===== config.mk =====
export PLATFORM = sky130hd
export DESIGN_NAME = cr_kme_fifo_feeder
export DESIGN_NICKNAME = d
export VERILOG_FILES = /design/src/rtl/cr_kme_fifo_pkg.sv /design/src/rtl/cr_kme_sat_cnt.sv /design/src/rtl/cr_kme_fifo_feeder.sv
export SDC_FILE = /design/constraint.sdc
export NUM_CORES = 2
export LEC_CHECK = 0
export ABC_AREA = 0
export CAP_MARGIN = 20
export CORE_AREA = 4 4 483 485
export DETAILED_ROUTE_END_ITERATION = 8
export DIE_AREA = 0 0 487 489
export PLACE_DENSITY = 0.48
export REMOVE_ABC_BUFFERS = 1
export SYNTH_ARGS = -nofsm -noshare
export SYNTH_HDL_FRONTEND = slang
export SYNTH_SLANG_ARGS = --single-unit

===== constraint.sdc =====
create_clock -name clk -period 2.79 [get_ports clk]
set_input_delay 0.558 -clock clk [delete_from_list [all_inputs] [get_ports clk]]
set_output_delay 0.558 -clock clk [all_outputs]
set_load 0.03 [all_outputs]

===== src/rtl/cr_kme_fifo_pkg.sv =====
// Shared types and widths for the KME staging FIFO write-side feeder.
package cr_kme_fifo_pkg;

   localparam int KME_FIFO_DATA_W = 611;
   localparam int KME_FIFO_CNT_W  = 16;

   typedef enum logic [1:0] {
      EMPTY = 2'd0,
      ONE   = 2'd1,
      TWO   = 2'd2,
      ERR   = 2'd3
   } feeder_state_e;

endpackage


===== src/rtl/cr_kme_sat_cnt.sv =====
// Free-running event counter; sat=1 holds at all-ones, sat=0 wraps.
module cr_kme_sat_cnt #(
   parameter int W = 16
) (
   input  logic         clk,
   input  logic         rst,
   input  logic         en,
   input  logic         sat,
   output logic [W-1:0] cnt
);

   logic [W-1:0] cnt_q;
   logic [W-1:0] cnt_d;

   always_comb begin
      cnt_d = cnt_q;
      if (en && !(sat && (&cnt_q))) begin
         cnt_d = cnt_q + 1'b1;
      end
   end

   always_ff @(posedge clk) begin
      if (rst) begin
         cnt_q <= '0;
      end else begin
         cnt_q <= cnt_d;
      end
   end

   assign cnt = cnt_q;

endmodule


===== src/rtl/cr_kme_fifo_feeder.sv =====
// Write-side producer for the KME staging FIFO: 2-entry skid buffer, stall
// handling, write/stall counters and a sticky overflow error state.
module cr_kme_fifo_feeder
   import cr_kme_fifo_pkg::*;
#(
   parameter int DATA_W = KME_FIFO_DATA_W,
   parameter int CNT_W  = KME_FIFO_CNT_W
) (
   input  logic              clk,
   input  logic              rst,
   input  logic [DATA_W-1:0] in_data,
   input  logic              in_valid,
   output logic              in_ready,
   output logic [DATA_W-1:0] fifo_in,
   output logic              fifo_in_valid,
   input  logic              fifo_in_stall,
   input  logic              fifo_overflow,
   output logic              err_overflow,
   output logic [CNT_W-1:0]  words_written,
   output logic [CNT_W-1:0]  stall_cycles,
   output logic [1:0]        dbg_state
);

   // Handshake: a word moves upstream->feeder when in_valid & in_ready, and
   // feeder->FIFO when fifo_in_valid (already qualified by ~fifo_in_stall).
   feeder_state_e     state_q, state_d;
   logic [DATA_W-1:0] odata_q, odata_d;
   logic [DATA_W-1:0] sdata_q, sdata_d;
   logic              in_ready_q, in_ready_d;
   logic              err_q, err_d;
   logic              ovld;
   logic              accept;
   logic              push;

   assign ovld   = (state_q == ONE) || (state_q == TWO);
   assign accept = in_valid & in_ready_q;
   // Only combinational path to the FIFO; rst blocks a write in the reset cycle.
   assign push   = ovld & ~fifo_in_stall & ~rst;

   always_comb begin
      state_d = state_q;
      odata_d = odata_q;
      sdata_d = sdata_q;
      err_d   = err_q;
      case (state_q)
         EMPTY: begin
            if (accept) begin
               state_d = ONE;
               odata_d = in_data;
            end
         end
         ONE: begin
            if (accept && push) begin
               odata_d = in_data;
            end else if (accept) begin
               state_d = TWO;
               sdata_d = in_data;
            end else if (push) begin
               state_d = EMPTY;
            end
         end
         TWO: begin
            if (push) begin
               state_d = ONE;
               odata_d = sdata_q;
            end
         end
         ERR: begin
            state_d = ERR;
         end
      endcase
      if (fifo_overflow) begin
         state_d = ERR;
         err_d   = 1'b1;
      end
      in_ready_d = (state_d != TWO) && (state_d != ERR);
   end

   always_ff @(posedge clk) begin
      if (rst) begin
         state_q    <= EMPTY;
         odata_q    <= '0;
         sdata_q    <= '0;
         in_ready_q <= 1'b1;
         err_q      <= 1'b0;
      end else begin
         state_q    <= state_d;
         odata_q    <= odata_d;
         sdata_q    <= sdata_d;
         in_ready_q <= in_ready_d;
         err_q      <= err_d;
      end
   end

   // ovld is false in ERR, so both counters freeze there without extra gating.
   cr_kme_sat_cnt #(.W(CNT_W)) u_words_cnt (
      .clk (clk),
      .rst (rst),
      .en  (push),
      .sat (1'b0),
      .cnt (words_written)
   );

   cr_kme_sat_cnt #(.W(CNT_W)) u_stall_cnt (
      .clk (clk),
      .rst (rst),
      .en  (ovld & fifo_in_stall),
      .sat (1'b1),
      .cnt (stall_cycles)
   );

   assign in_ready      = in_ready_q;
   assign fifo_in       = odata_q;
   assign fifo_in_valid = push;
   assign err_overflow  = err_q;
   assign dbg_state     = state_q;

endmodule


After elaboration in Yosys (flattened, before gate mapping)
Cells that the tools add are included.
{ "classes": {"n_mux": 11, "n_addsub": 2, "n_eq_ne": 8, "n_bitwise": 7, "reduce_logical": 10} }
{ "op_table": {"columns": ["cell", "count"], "rows": [
  ["2-to-1 mux 611 bit", 3],
  ["case mux 611 bit (3 select lines)", 1],
  ["adder 16 x 1 -> 16 bit (second input constant)", 2],
  ["AND reduction 16 bit", 1],
  ["2-to-1 mux 2 bit", 6],
  ["!= test 2 bit (second input constant)", 4],
  ["case mux 2 bit (4 select lines)", 1],
  ["AND 1 bit", 4],
  ["== test 2 bit (second input constant)", 2],
  ["AND reduction 4 bit", 1],
  ["logical AND 1 bit", 3],
  ["inverter 1 bit", 3],
  ["AND reduction 3 bit", 1],
  ["nonzero test 3 bit", 1],
  ["== test 2 x 1 -> 1 bit (second input constant)", 1],
  ["logical NOT 2 bit", 1],
  ["!= test 2 x 1 -> 1 bit (second input constant)", 1],
  ["logical NOT 1 bit", 1],
  ["logical OR 1 bit", 1]
]} }
{ "word_totals": {"output_inout_bits": 648, "regBits": 1258} }

Logic depth before layout (Yosys ltp)
{ "logic_depth": {"ltp_word": 11, "depth_mapped": 11, "ltp_nobuf": 7} }

Hierarchy
From an unflattened synthesis, not the netlist that was laid out.
{ "hier_totals": {"cells_unflattened": 6557, "area_unflattened_um2": 58473.6} }
{ "by_module_without_submodules": {"columns": ["mod", "area_each_um2", "cells_each", "n_inst"], "rows": [
  ["cr_kme_fifo_feeder", 56651.8, 6353, 1],
  ["cr_kme_sat_cnt", 910.9, 102, 2]
]} }

Least setup slack after synthesis
OpenSTA, ideal clock, no wires.
{ "synth_timing": {"kind": "flip-flop to flip-flop", "start": "reg state_q[0], in the netlist dbg_state[0]", "end": "reg sdata_q[553]", "arrival_time_ns": 2.687, "required_time_ns": 2.720, "setup_slack_ns": 0.032, "n_path_buf": 4, "path_stages_with_launch": 12, "cell_sequence": "dfxtp_1 inv_1 ha_1 or3b_1 buf_2 inv_1 nor3b_1 clkbuf_1 clkbuf_1 clkbuf_1 nand2_1 a21oi_1"} }
{ "synth_via": {"elab_chain_cells": 7, "elab_cells_between_ends": 8, "classes_between": "eq/ne (2); bitwise (3); reduce/logical (3)"} }
{ "synth_rtl": {"columns": ["item", "line", "text"], "rows": [
  ["start: declaration", "cr_kme_fifo_feeder.sv:26", "feeder_state_e state_q, state_d;"],
  ["start signal: assignment", "cr_kme_fifo_feeder.sv:87", "state_q <= state_d;"],
  ["== test 2 x 1 -> 1 bit or == test 2 bit (tied branches)", "cr_kme_fifo_feeder.sv:35", "assign ovld = (state_q == ONE) || (state_q == TWO);"],
  ["logical OR 1 bit *", "cr_kme_fifo_feeder.sv:35", null],
  ["AND 1 bit * (2 in a row)", "cr_kme_fifo_feeder.sv:38", "assign push = ovld & ~fifo_in_stall & ~rst;"],
  ["named net fifo_in_valid", "cr_kme_fifo_feeder.sv:15", "output logic fifo_in_valid,"],
  ["logical AND 1 bit *", "cr_kme_fifo_feeder.sv:53", "if (accept && push) begin"],
  ["inverter 1 bit (no line) *", null, null],
  ["AND reduction 3 bit (no line) *", null, null],
  ["end signal: assignment", "cr_kme_fifo_feeder.sv:89", "sdata_q <= sdata_d;"],
  ["end: declaration", "cr_kme_fifo_feeder.sv:28", "logic [DATA_W-1:0] sdata_q, sdata_d;"]
]} }
The timed path passes the listed nets; every way through them passes the cells marked *.
A chain may end at the register's enable or synchronous reset.

Worst setup path in the final report
{ "layout_timing": {"start": "reg state_q[0], in the netlist dbg_state[0]", "end": "out fifo_in_valid"} }
{ "layout_via": {"elab_chain_cells": 4, "elab_cells_between_ends": 5, "classes_between": "eq/ne (2); bitwise (2); reduce/logical (1)"} }
{ "layout_rtl": {"columns": ["item", "line"], "rows": [
  ["== test 2 x 1 -> 1 bit or == test 2 bit (tied branches)", "cr_kme_fifo_feeder.sv:35"],
  ["logical OR 1 bit *", "cr_kme_fifo_feeder.sv:35"],
  ["AND 1 bit * (2 in a row)", "cr_kme_fifo_feeder.sv:38"],
  ["end: declaration", "cr_kme_fifo_feeder.sv:15"]
]} }
Mark *: on every way between the ends. The rest lies on a longest branch, timed or not.

==> reports/metrics.yaml <==
grt_start_max_net_pins: 183
synth-async-reset-ratio_pct: 0
vias_per_cell: 4.40
path_cells: "inv_2 > ha_4 > or3b_4 > inv_2 > buf_6 > buf_12"
power.density_mw_per_mm2: 834
area_delta_synth_final_pct: 44.4
final_cell_mix: "clkdlybuf4s50_1, dfxtp_1, nand2_1"
place_ws_ps: -170
p_leak_nw: 24.2
top_usage_layer: "met2"
cts.path.max_buffers: 3
ys_seq_area_share_pct: 51.5
antenna_found_initial: 83
cts.clk_slew.worst_paths_ps: 60
overflow: 0
finalSetupViolations: 0
io_pins: 1264
synthDistinctLibCells: 39
num_rows: 176
mostFrequentLayoutCell: "clkdlybuf4s50_1"
maxSlewHeadroom_pct: 38.6
period_needed_ps: 2690
fillerInstances: 23900
worstSkewPairLatency_ps: 780
post-route-period-util_pct: 96.6
vias: 43500
cp-startpoint: "dbg_state[0]"
max_freq_ghz: 0.371
die_width_um: 487
detail_route.wl_per_cell_um: 19.9
cap_violations: 0
drive_gt1_share_pct: 6.56
cts_hold_buf: 0
grtUsageMet1_pct: 19.0
synth_area_mm2: 0.0489
cts-root-buf: "clkbuf_16"
dp_hpwl_um: 146000
critical_path_required_ps: 2230
port_buffers: 1263
synth-edff-count: 0
max_stage_delay_ps: 400
slew_violations: 0
core_area_mm2: 0.229
fin_skew_ps: 57.0
grt_pass1_wl_um: 282000
start_util_pct: 21.3
use_met3_pct: 6.99
cp-end-kind: "output port"
dieArea_mm2: 0.238
critical_path.most_common_cell: "inv_2"
ant_nets: 0
worst_pin_slew_ps: 920
die_h_um: 489
htreeDepth: 4
run_status: "finished, final reports clean"
cp_top_family: "simple AND/OR/NAND/NOR gates"
critPathMaxFanout: 4
dr.pass1.iters: 6
path_class: "register to output port"
first_global_vias: 41600
critPathBufInv: 4
grt_usage_pct: 15.6
r2r-start: "dbg_state[0]"
grt_setup_unrepaired: "yes"
cts_tree: "yes"
ir_drop_mv: 0.494
nets: 7331
worstPathArrival_ps: 2140
min_path_type: "input port to register"
clkSinkCount: 1258
ys_seq_elements: 1258
hold_viol: 0
totalWireLength_um: 197000
synth_flop_cell: "dfxtp_1"
initialDrtViolationCount: 2262
numCtsBuffers: 149
synth_area_per_cell_um2: 8.77
drc_errors: 0
hp-start: "rst"
finalPower_mw: 58.9
gp_congestion: 0.831
yosys_warnings: 0
syn-instance-count: 5575
grt_util_met2_pct: 24.4
cp-start-kind: "register"
crit_slowest_cell: "or3b_4"
setup_slack_ps: 96.2
## worst reg2reg max path, cell delays in order (launching register included)
cell and delay (ps):
dfxtp_2 330, inv_2 60, ha_4 270, or3b_4 400, buf_4 150, a221oi_4 360, buf_12 270, buf_4 440
nor2_1 80, a211oi_1 200
## layout make-up
| class | count | area (um^2) | share of cell area (%) |
|---|---|---|---|
| sequential | 1258 | 25200 | 35.7 |
| clock inverter | 40 | 587 | 0.831 |
| timing repair buffer | 1466 | 14900 | 21.1 |
| inverter | 8 | 30.0 | 0.0425 |
| clock buffer | 221 | 4330 | 6.13 |
| multi-input combinational | 3826 | 21700 | 30.7 |
| antenna | 28 | 70.1 | 0.0992 |
| tap | 3026 | 3790 | 5.36 |
## kinds of logic (layout without fill, tap and decap cells)
logic type,count (synthesis),count (layout),synth area share [%]
AND/OR/NAND/NOR,1930,1930,15.2
AO/OA/AOI/OAI,1264,1264,16.2
flip-flops,1258,1258,51.5
multiplexers,615,615,12.6
buffers and inverters,491,1735,4.23
XOR/XNOR,11,11,0.197
adder cells (fa/ha/maj),6,6,0.153
other,0,28,0
## report_power, final
part / internal, mW / switching (mW) / total (mW)
Combinational: 7.08 / 10.5 / 17.6
Clock: 11.3 / 8.18 / 19.5
Sequential: 20.3 / 1.59 / 21.9
Total: 38.7 / 20.2 / 58.9
## timing repair
item / 4_1_cts / 5_1_grt
pin swaps: 1 / 1
setup buffers: 5 / 0
endpoints found under the setup margin: 1 / 51
resized for setup: 8 / 10
hold endpoints to repair: 0 / 0
## metrics by stage
| step | area [um^2] | util, % | hold WS (ps) | instances | setup TNS (ps) |
|---|---|---|---|---|---|
| 2_1_floorplan | 46900 | - | 430 | 5092 | - |
| 3_3_place_gp | 65500 | 28.6 | 440 | 9579 | -17560 |
| 3_5_place_dp | 65500 | 28.6 | 446 | 9579 | -57290 |
| 4_1_cts | 70500 | 30.8 | 215 | 9844 | 0 |
| 5_1_grt | 70600 | 30.8 | 275 | 9859 | -216 |
| 6_report | 70600 | 30.8 | 323 | 9873 | 0 |
## state kept, by name (all words and copies together), names as in the netlist
name	cells
dbg_state	2
u_stall_cnt.cnt	16
err_overflow	1
u_words_cnt.cnt	16
sdata_q	611
fifo_in	611
in_ready	1
## routing by layer
layer / vias up / wire, um
met5: - / 580
met4: 86 / 6620
met3: 363 / 19500
met2: 1323 / 87400
met1: 20200 / 82600
li1: 21500 / -
## final timing paths
path                             end  slack, ps  cells past startpoint
hold / removal    u_words_cnt.cnt[1]        320                      5
setup / recovery       fifo_in_valid        100                      6
hold reg to reg          sdata_q[85]        450                      2
setup reg to reg        fifo_in[208]        110                      9
## synth_stat cells, types with 2 or more instances
master / count / area (um^2)
nand4_1: 11 / 68.8
xor2_1: 6 / 52.6
nor4_1: 3 / 18.8
or3_1: 10 / 62.6
mux2i_1: 612 / 6130
buf_2: 182 / 911
nor2b_1: 3 / 18.8
and3_1: 2 / 12.5
nand2b_1: 3 / 18.8
or2_2: 4 / 25.0
nor3_1: 2 / 10.0
clkbuf_1: 287 / 1080
xnor2_1: 5 / 43.8
ha_1: 6 / 75.1
o31ai_1: 8 / 60.1
a31oi_1: 2 / 12.5
nand3_1: 14 / 70.1
inv_1: 8 / 30.0
dfxtp_1: 1258 / 25200
a21oi_1: 629 / 3150
o21ai_0: 7 / 35.0
nor2_1: 632 / 2370
mux2_2: 3 / 33.8
or4_1: 8 / 60.1
buf_1: 14 / 52.6
a211oi_1: 612 / 4590
nand2_1: 1232 / 4620
Power figures use the tool's default switching activity.
